## src/rtl/weight_sram_loader.sv

```systemverilog
// Write-side engine for the int8 weight SRAM: takes a valid/ready word stream and scatters it
// into the lane-interleaved layout expected by the 64-lane weight read port.
module weight_sram_loader #(
  parameter int unsigned SIZE   = 4096,
  parameter int unsigned ADDR_W = $clog2(SIZE),
  parameter int unsigned TILE_W = ADDR_W - 7
) (
  input  logic              clk,
  input  logic              rst,
  input  logic              start_i,
  input  logic [TILE_W-1:0] base_tile_i,
  input  logic [ADDR_W:0]   num_words_i,
  output logic              busy_o,
  output logic              done_o,
  input  logic              in_valid_i,
  input  logic [31:0]       in_data_i,
  output logic              in_ready_o,
  output logic              sram_en_o,
  output logic              sram_we_o,
  output logic [ADDR_W-1:0] sram_addr_o,
  output logic [31:0]       sram_di_o
);

  localparam int unsigned CNT_W  = ADDR_W + 1;
  localparam int unsigned DATA_W = 32;

  typedef enum logic [1:0] {
    ST_IDLE = 2'd0,
    ST_LOAD = 2'd1,
    ST_LAST = 2'd2
  } state_e;

  state_e              state_q;
  logic [CNT_W-1:0]    cnt_q;
  logic [CNT_W-1:0]    num_q;
  logic [TILE_W-1:0]   base_q;
  logic                busy_q;
  logic                ready_q;
  logic                done_q;
  logic                we_q;
  logic [ADDR_W-1:0]   addr_q;
  logic [DATA_W-1:0]   di_q;

  logic [TILE_W-1:0]   tile_d;
  logic [ADDR_W-1:0]   addr_d;
  logic                last_d;

  // Word g of the job goes to {tile, j[2:0], h, j[5:3]} with w = g[6:0], h = w[6], j = w[5:0].
  always_comb begin
    tile_d = base_q + cnt_q[ADDR_W-1:7];
    addr_d = {tile_d, cnt_q[2:0], cnt_q[6], cnt_q[5:3]};
    last_d = (cnt_q == (num_q - CNT_W'(1)));
  end

  always_ff @(posedge clk or posedge rst) begin
    if (rst) begin
      state_q <= ST_IDLE;
      cnt_q   <= '0;
      num_q   <= '0;
      base_q  <= '0;
      busy_q  <= 1'b0;
      ready_q <= 1'b0;
      done_q  <= 1'b0;
      we_q    <= 1'b0;
      addr_q  <= '0;
      di_q    <= '0;
    end else begin
      we_q   <= 1'b0;
      done_q <= 1'b0;
      case (state_q)
        ST_IDLE: begin
          // An empty job completes at once without entering LOAD.
          if (start_i) begin
            if (num_words_i == '0) begin
              done_q <= 1'b1;
            end else begin
              state_q <= ST_LOAD;
              busy_q  <= 1'b1;
              ready_q <= 1'b1;
              num_q   <= num_words_i;
              base_q  <= base_tile_i;
              cnt_q   <= '0;
            end
          end
        end
        ST_LOAD: begin
          if (in_valid_i) begin
            we_q   <= 1'b1;
            addr_q <= addr_d;
            di_q   <= in_data_i;
            cnt_q  <= cnt_q + CNT_W'(1);
            if (last_d) begin
              state_q <= ST_LAST;
              ready_q <= 1'b0;
              done_q  <= 1'b1;
            end
          end
        end
        ST_LAST: begin
          state_q <= ST_IDLE;
          busy_q  <= 1'b0;
        end
        default: begin
          state_q <= ST_IDLE;
          busy_q  <= 1'b0;
          ready_q <= 1'b0;
        end
      endcase
    end
  end

  assign busy_o      = busy_q;
  assign done_o      = done_q;
  assign in_ready_o  = ready_q;
  assign sram_en_o   = 1'b0;
  assign sram_we_o   = we_q;
  assign sram_addr_o = addr_q;
  assign sram_di_o   = di_q;

endmodule

```

## config.mk

```make
export PLATFORM = sky130hd
export DESIGN_NAME = weight_sram_loader
export DESIGN_NICKNAME = d
export VERILOG_FILES = /design/src/rtl/weight_sram_loader.sv
export SDC_FILE = /design/constraint.sdc
export NUM_CORES = 1
export LEC_CHECK = 0
export CELL_PAD_IN_SITES_DETAIL_PLACEMENT = 1
export CELL_PAD_IN_SITES_GLOBAL_PLACEMENT = 1
export CORE_MARGIN = 1.5
export CORE_UTILIZATION = 39
export DETAILED_ROUTE_END_ITERATION = 16
export PLACE_DENSITY_LB_ADDON = 0.12
export SETUP_SLACK_MARGIN = 0.5
export SYNTH_ARGS = -nofsm -noshare
export SYNTH_HDL_FRONTEND = slang
export SYNTH_SLANG_ARGS = --single-unit
```

## constraint.sdc

```tcl
create_clock -name clk -period 5.6 [get_ports clk]
set_input_delay 1.12 -clock clk [delete_from_list [all_inputs] [get_ports clk]]
set_output_delay 1.12 -clock clk [all_outputs]
set_load 0.02 [all_outputs]
```

==> out/results.txt <==
outcome: finished clean
Setup crit end kind: flop
# port buffers: 101
top cells by area, synth: dfrtp_1, nand2_1, mux2_2
post-synthesis cell area: 3910 µm²
Net Count, Synth: 473
DRC: 0
vias in the first global route: 3312
Die Y: 103 µm
area leader, netlist: dfrtp_1
synthesized area per cell: 9.50 µm²
first-pass GRT wire length: 16500 µm
RSZ-0062 raised after global routing: false
Worst-Margin Slew: 0.819 ns
via/cell ratio: 4.95
Worst EP arrival: 3.77 ns
Longest Clk Path Bufs: 2
Crit Path Category: in2reg
Critical Path Start: in_valid_i
Hold Crit Class: reg2reg
Setup Skew: 0.0181 ns
Top Ports: 103
Placeable Area: 9770 µm²
setup violators final: 0
post-synthesis sequential area ratio: 51.8%
Iter 0 DRT Violations: 57
pwr dens: 429 nW/µm²
max_cap viols: 0
Post-synth top flop: dfrtp_1
Rows: 36
total global-route track usage: 20.4%
post_cts resized: 0
dpl hpwl: 7150 µm
synthesis-to-layout area growth: 34.3%
flops & latches, synth: 81
Placed Area: 5030 µm²
Max-slew headroom: 45.1%
Design Area, Final: 5260 µm²
per-cell routed wire length: 16.1 µm
clk_lat worst skew: 0.37 ns
Inserted Diodes: 0
initial antenna violation count: 0
DRT Pass-1 Iters: 4
Total Nets Final: 569
final WL: 10400 µm
Setup TNS: 0 ns
VDD IR max: 150 µV
clk sink count: 81
Initial Utilization: 40.0%
largest net degree at the start of global routing: 62
min-delay src: sram_di_o[2]$_DFFE_PP0P_
RePlAce Congestion: 0.805
Post-CTS Setup Inserts: 0
number of flops mapped to enable cells by yosys: 0
Tmin final: 3.49 ns
die width: 103 µm
FMAX: 286 MHz
die area: 10600 µm²
CP max FO: 42
Leak: 0.00239 µW
CTS tree: yes
CP Launch Type: primary input
max-slew violations: 0
CTS clk-pin slew, worst paths: 0.09 ns
YS warnings: 0
Synth top area share: 51.8%
asr flop ratio synth: 100%
H-tree level count: 3
CTS Root Cell: clkbuf_8
gr ovfl total: 0
Final Hold Viols: 0
Gate Count Post-Synth: 412
Final ANT Viol Nets: 0
Via Count: 3195
Worst Path Required: 5.88 ns
share of cells above drive strength 1: 9.36%
Num CTS Buffers: 9
post-synthesis cell type count: 56
# hold bufs at CTS: 0
final worst path period share: 62.4%
FF-to-FF Start: num_q[0]$_DFFE_PP0P_
cell type report:
cell class                 instances  area (µm²)
fill                            1118        4520
sequential                        81        2030
multi-input combinational        299        1750
timing repair buffer             104        1030
tap                              133         166
clock buffer                      10         138
clock inverter                     6        88.8
inverter                          13        50.0
state kept, by name, summed over array words and instances, names as in the netlist:
register and cells:
busy_o 1, sram_addr_o 12, sram_di_o 32, num_q 13
done_o 1, base_q 5, sram_we_o 1, state_q 2
in_ready_o 1, cnt_q 13
placed cells by master, fill, tap and decap left out, types with 5 or more instances in the layout:
master	instances
nand2_1	144
a21oi_1	10
inv_1	11
xnor2_1	14
nand4_1	6
clkbuf_8	10
mux2_2	15
ha_1	6
xor2_1	12
nor2_1	14
o21ai_0	15
clkdlybuf4s50_1	101
or3_1	5
dfrtp_1	81
Yosys cell counts (all sizes together), types with 3 or more instances:
library cell  count
o21ai            15
xnor2            14
nor2b             3
dfrtp            81
clkbuf           13
a21o              3
ha                6
o22ai             4
nand4             6
nor2             14
mux2             15
a21oi            10
nor3              6
nand2           145
nand2b            3
xor2             12
or3               5
nor4              3
buf               6
inv              13
a211oi            3
per-layer routing:
| metal | up-vias | track usage, % | part of all wire, % | wire length [µm] |
|---|---|---|---|---|
| met5 | - | 0 | 0 | 0 |
| li1 | 1541 | - | - | - |
| met2 | 63 | 33.5 | 48 | 5010 |
| met4 | 0 | 7.80 | 1.6 | 170 |
| met3 | 11 | 5.04 | 4.9 | 505 |
| met1 | 1580 | 26.2 | 45 | 4690 |
critical path, stage by stage:
cell and delay, ns:
clkdlybuf4s50_1 0.60, nor2b_1 0.28, nand2_1 0.13, inv_2 0.56, nand4_1 0.46, or3_1 0.48, a21oi_1 0.15
kinds of logic (layout without fill, tap and decap cells):
group,Yosys count,after routing,share of synthesized area [%]
adders and majority gates,7,7,2.43
other,1,1,0.0958
muxes,17,17,4.83
xor gates and xnor gates,26,26,5.82
and+or+nand+nor,200,200,23.0
buffers and inverters,32,133,3.55
DFF,81,81,51.8
AOI/OAI and AO/OA,48,48,8.47
report_power, final:
part / total (µW) / switching [µW] / internal, µW
Sequential: 922 / 181 / 741
Combinational: 836 / 425 / 411
Clock: 498 / 234 / 264
per-stage QoR:
stage | total power (µW) | hold slack, ns | worst slack (ns) | instances | util, %
global route | 2400 | 0.513 | 1.86 | 646 | 53.8
CTS | 2280 | 0.492 | 2.13 | 646 | 53.8
finish | 2260 | 0.484 | 2.11 | 646 | 53.8
floorplan | 1440 | 0.485 | 2.40 | 412 | -
detailed placement | 1770 | 0.464 | 1.79 | 630 | 51.5
global placement | 1740 | 0.458 | 1.97 | 630 | 51.5
path summary, 6_finish.rpt:
kind	end	slack, ns	depth (start not counted)
max	cnt_q[11]$_DFFE_PP0P_	2.11	7
min	sram_di_o[2]$_DFFE_PP0P_	0.48	2
max reg2reg	in_ready_o$_DFFE_PP0P_	2.73	9
min reg2reg	sram_di_o[2]$_DFFE_PP0P_	0.48	2
max in group asynchronous	cnt_q[11]$_DFFE_PP0P_	3.42	3
min in group asynchronous	sram_di_o[13]$_DFFE_PP0P_	1.03	2
No activity file was read; power rests on OpenSTA's default activity.
==> patch, RTL diff (same settings) <==
Make the reset (`rst`) synchronous in one clocked block.
--- a/src/rtl/weight_sram_loader.sv
+++ b/src/rtl/weight_sram_loader.sv
@@ -54,3 +54,3 @@
 
-  always_ff @(posedge clk or posedge rst) begin
+  always_ff @(posedge clk) begin
     if (rst) begin
Function: differs if rst is asserted again (counterexample within 4 cycles, from zero or initial values and one cycle with rst high); with rst held inactive, the same outputs for 10 cycles.
==> patch against the unedited design <==
- design area decreased by 9.0%
- sequential cell count is the same
- highest routed layer unchanged
- routed wire length fell by 7.8%
- global-route usage rose by 0.27 points
- setup slack better by 310 ps
- synthesized cell count rose by 6.1%
- critical path type unchanged
- synthesized area down 9.8%
Power is not compared: it rests on default switching activity, and its combinational part moved more than twofold at a synthesized area within 25%.
==> patch: results (changes against the unedited design) <==
status: "complete, no violations"
dpl-instance-area_um2: 4580  # -8.9%
gp_congestion: 0.833  # +3.4%
antenna_found_initial: 0  # unchanged
r2r-end: "state_q[0]$_SDFFE_PP0P_"
worst_pin_slew_ps: 1020  # +199 ps
fin_skew_ps: 9.68  # -8.39 ps
slowest_delay_ps: 450  # -150 ps
clock_path_buffers: 2  # unchanged
ys_warn_count: 0  # unchanged
synth_common_cells: "nand2_1 (116), dfxtp_1 (81), a21oi_1 (63)"
first_pass_iters: 4  # unchanged
clock_latency_ps: 350  # -20 ps
cts_max_level: 3  # unchanged
detail_route.iter0.violations: 81  # +42%
grt_pass1_vias: 3315  # +0.091%
place.detailed.hpwl_um: 6770  # -5.4%
n_antenna_cell: 0  # unchanged
ys.flop_type: "dfxtp_1"
ctsResizeCount: 0  # unchanged
via_per_inst: 5.08  # +2.8%
postCtsSetupBuffers: 0  # unchanged
critical_path_arrival_ps: 3460  # -310 ps
fin_nets: 584  # +2.6%
avgRoutedWirePerCell_um: 15.1  # -6.3%
drive_gt1_share_pct: 5.30  # -4.1 points
vdd_ir_drop_max_v: 0.000135
r2r_slack_ps: 2950  # +220 ps
synth_nets: 498  # +5.3%
p_leak_nw: 1.76
grtUsageTotal_pct: 20.7  # +0.27 points
slew_violations: 0  # unchanged
hold_path.class: "reg2reg"
netlist-cell-type-count: 43  # -23%
root_buffer: "clkbuf_8"
r2r_cells: 6  # -3
preCtsSetupSlack_ps: 2080  # +293 ps
grt_pass1_wl_um: 16100  # -2.4%
cp_top_family: "simple AND/OR/NAND/NOR gates"
cp-startpoint: "num_words_i[0]"
synthTopCellsByArea: "dfxtp_1 (46%), nand2_1 (12%), a21oi_1 (8.9%), xnor2_1 (4.2%), xor2_1 (3.7%)"
clock.fmax_ghz: 0.314  # +9.7%
critPathMaxFanout: 14  # -67%
cts-buffers-inserted: 9  # unchanged
yosysSeqAreaShare_pct: 45.9  # -5.9 points
grt_max_degree: 67  # +8.1%
io_buffers: 101  # unchanged
crit_slowest_cell: "or3_1"
endpoint: "cnt_q[10]$_SDFFE_PP0P_"
reg2reg_from: "num_q[0]$_SDFFE_PP0P_"
ys_async_sr_fraction_pct: 0  # -100 points
==> patch: changes by cell type after synthesis, moves of 5 or more <==
cell and change:
dfrtp_1 -81, dfxtp_1 +81, a21oi_1 +53, nand2_1 -28
nor2_1 +15, mux2_2 -14, o21ai_0 -13, clkbuf_1 +10
inv_1 -6, and3_1 +5, mux2i_1 +5
==> patch: kinds of logic after synthesis <==
| group | Yosys count | share of synthesized area [%] |
|---|---|---|
| buffers and inverters | 34 | 3.86 |
| XOR/XNOR | 32 | 7.93 |
| AO/OA/AOI/OAI | 80 | 12.9 |
| flip-flops | 81 | 45.9 |
| adder cells (fa/ha/maj) | 7 | 2.69 |
| AND/OR/NAND/NOR | 194 | 24.3 |
| multiplexers | 8 | 2.30 |
| other | 1 | 0.106 |
==> patch: through the flow <==
step | power [mW] | utilization [%] | std cells | hold WS (ps)
after CTS | 1.26 | 54.6 | 636 | 460
after global routing | 1.31 | 54.6 | 636 | 472
after floorplan | 0.735 | - | 437 | 440
after detailed placement | 0.822 | 52.3 | 620 | 447
after global placement | 0.816 | 52.3 | 620 | 441
final | 1.24 | 54.6 | 636 | 456
==> patch: worst min-delay path: cells and delay by family (launching register included) <==
kind	cells	cell delay [ps]
flops	1	310
simple gates	1	50
compound gates	1	50
==> patch: worst min-delay path by stage <==
stage                                           start                          end  slack [ps]  depth (start not counted)
after detailed placement  sram_addr_o[4]$_SDFFE_PP0P_  sram_addr_o[4]$_SDFFE_PP0P_         450                          2
after global routing       sram_di_o[25]$_SDFFE_PP0P_   sram_di_o[25]$_SDFFE_PP0P_         470                          2
after CTS                 sram_addr_o[4]$_SDFFE_PP0P_  sram_addr_o[4]$_SDFFE_PP0P_         460                          2
final                     sram_addr_o[4]$_SDFFE_PP0P_  sram_addr_o[4]$_SDFFE_PP0P_         460                          2
after global placement     sram_di_o[29]$_SDFFE_PP0P_   sram_di_o[29]$_SDFFE_PP0P_         440                          2
after floorplan                base_q[0]$_SDFFE_PP0P_       base_q[0]$_SDFFE_PP0P_         440                          2
==> patch: final cells by class <==
class / count / area, um^2
well taps: 108 / 135
repair buffers: 103 / 1020
clock buffers: 9 / 124
flip-flops and latches: 81 / 1620
fillers: 1049 / 3980
clock inverters: 7 / 77.6
inverters: 6 / 22.5
multi-input cells: 322 / 1780
==> patch: metal layers <==
metal | vias to the layer above | wire, um | track usage, % | share of wire, %
li1 | 1634 | - | - | -
met1 | 1519 | 4300 | 25.8 | 45
met2 | 74 | 4750 | 35.4 | 50
met3 | 7 | 424 | 4.08 | 4.4
met4 | 0 | 97 | 7.58 | 1.0
met5 | - | 0 | 0 | 0
==> patch: report_power, final <==
group	switching (mW)	internal (mW)
Clock	0.226	0.211
Sequential	0.0198	0.597
Combinational	0.0953	0.0952
Total	0.341	0.903
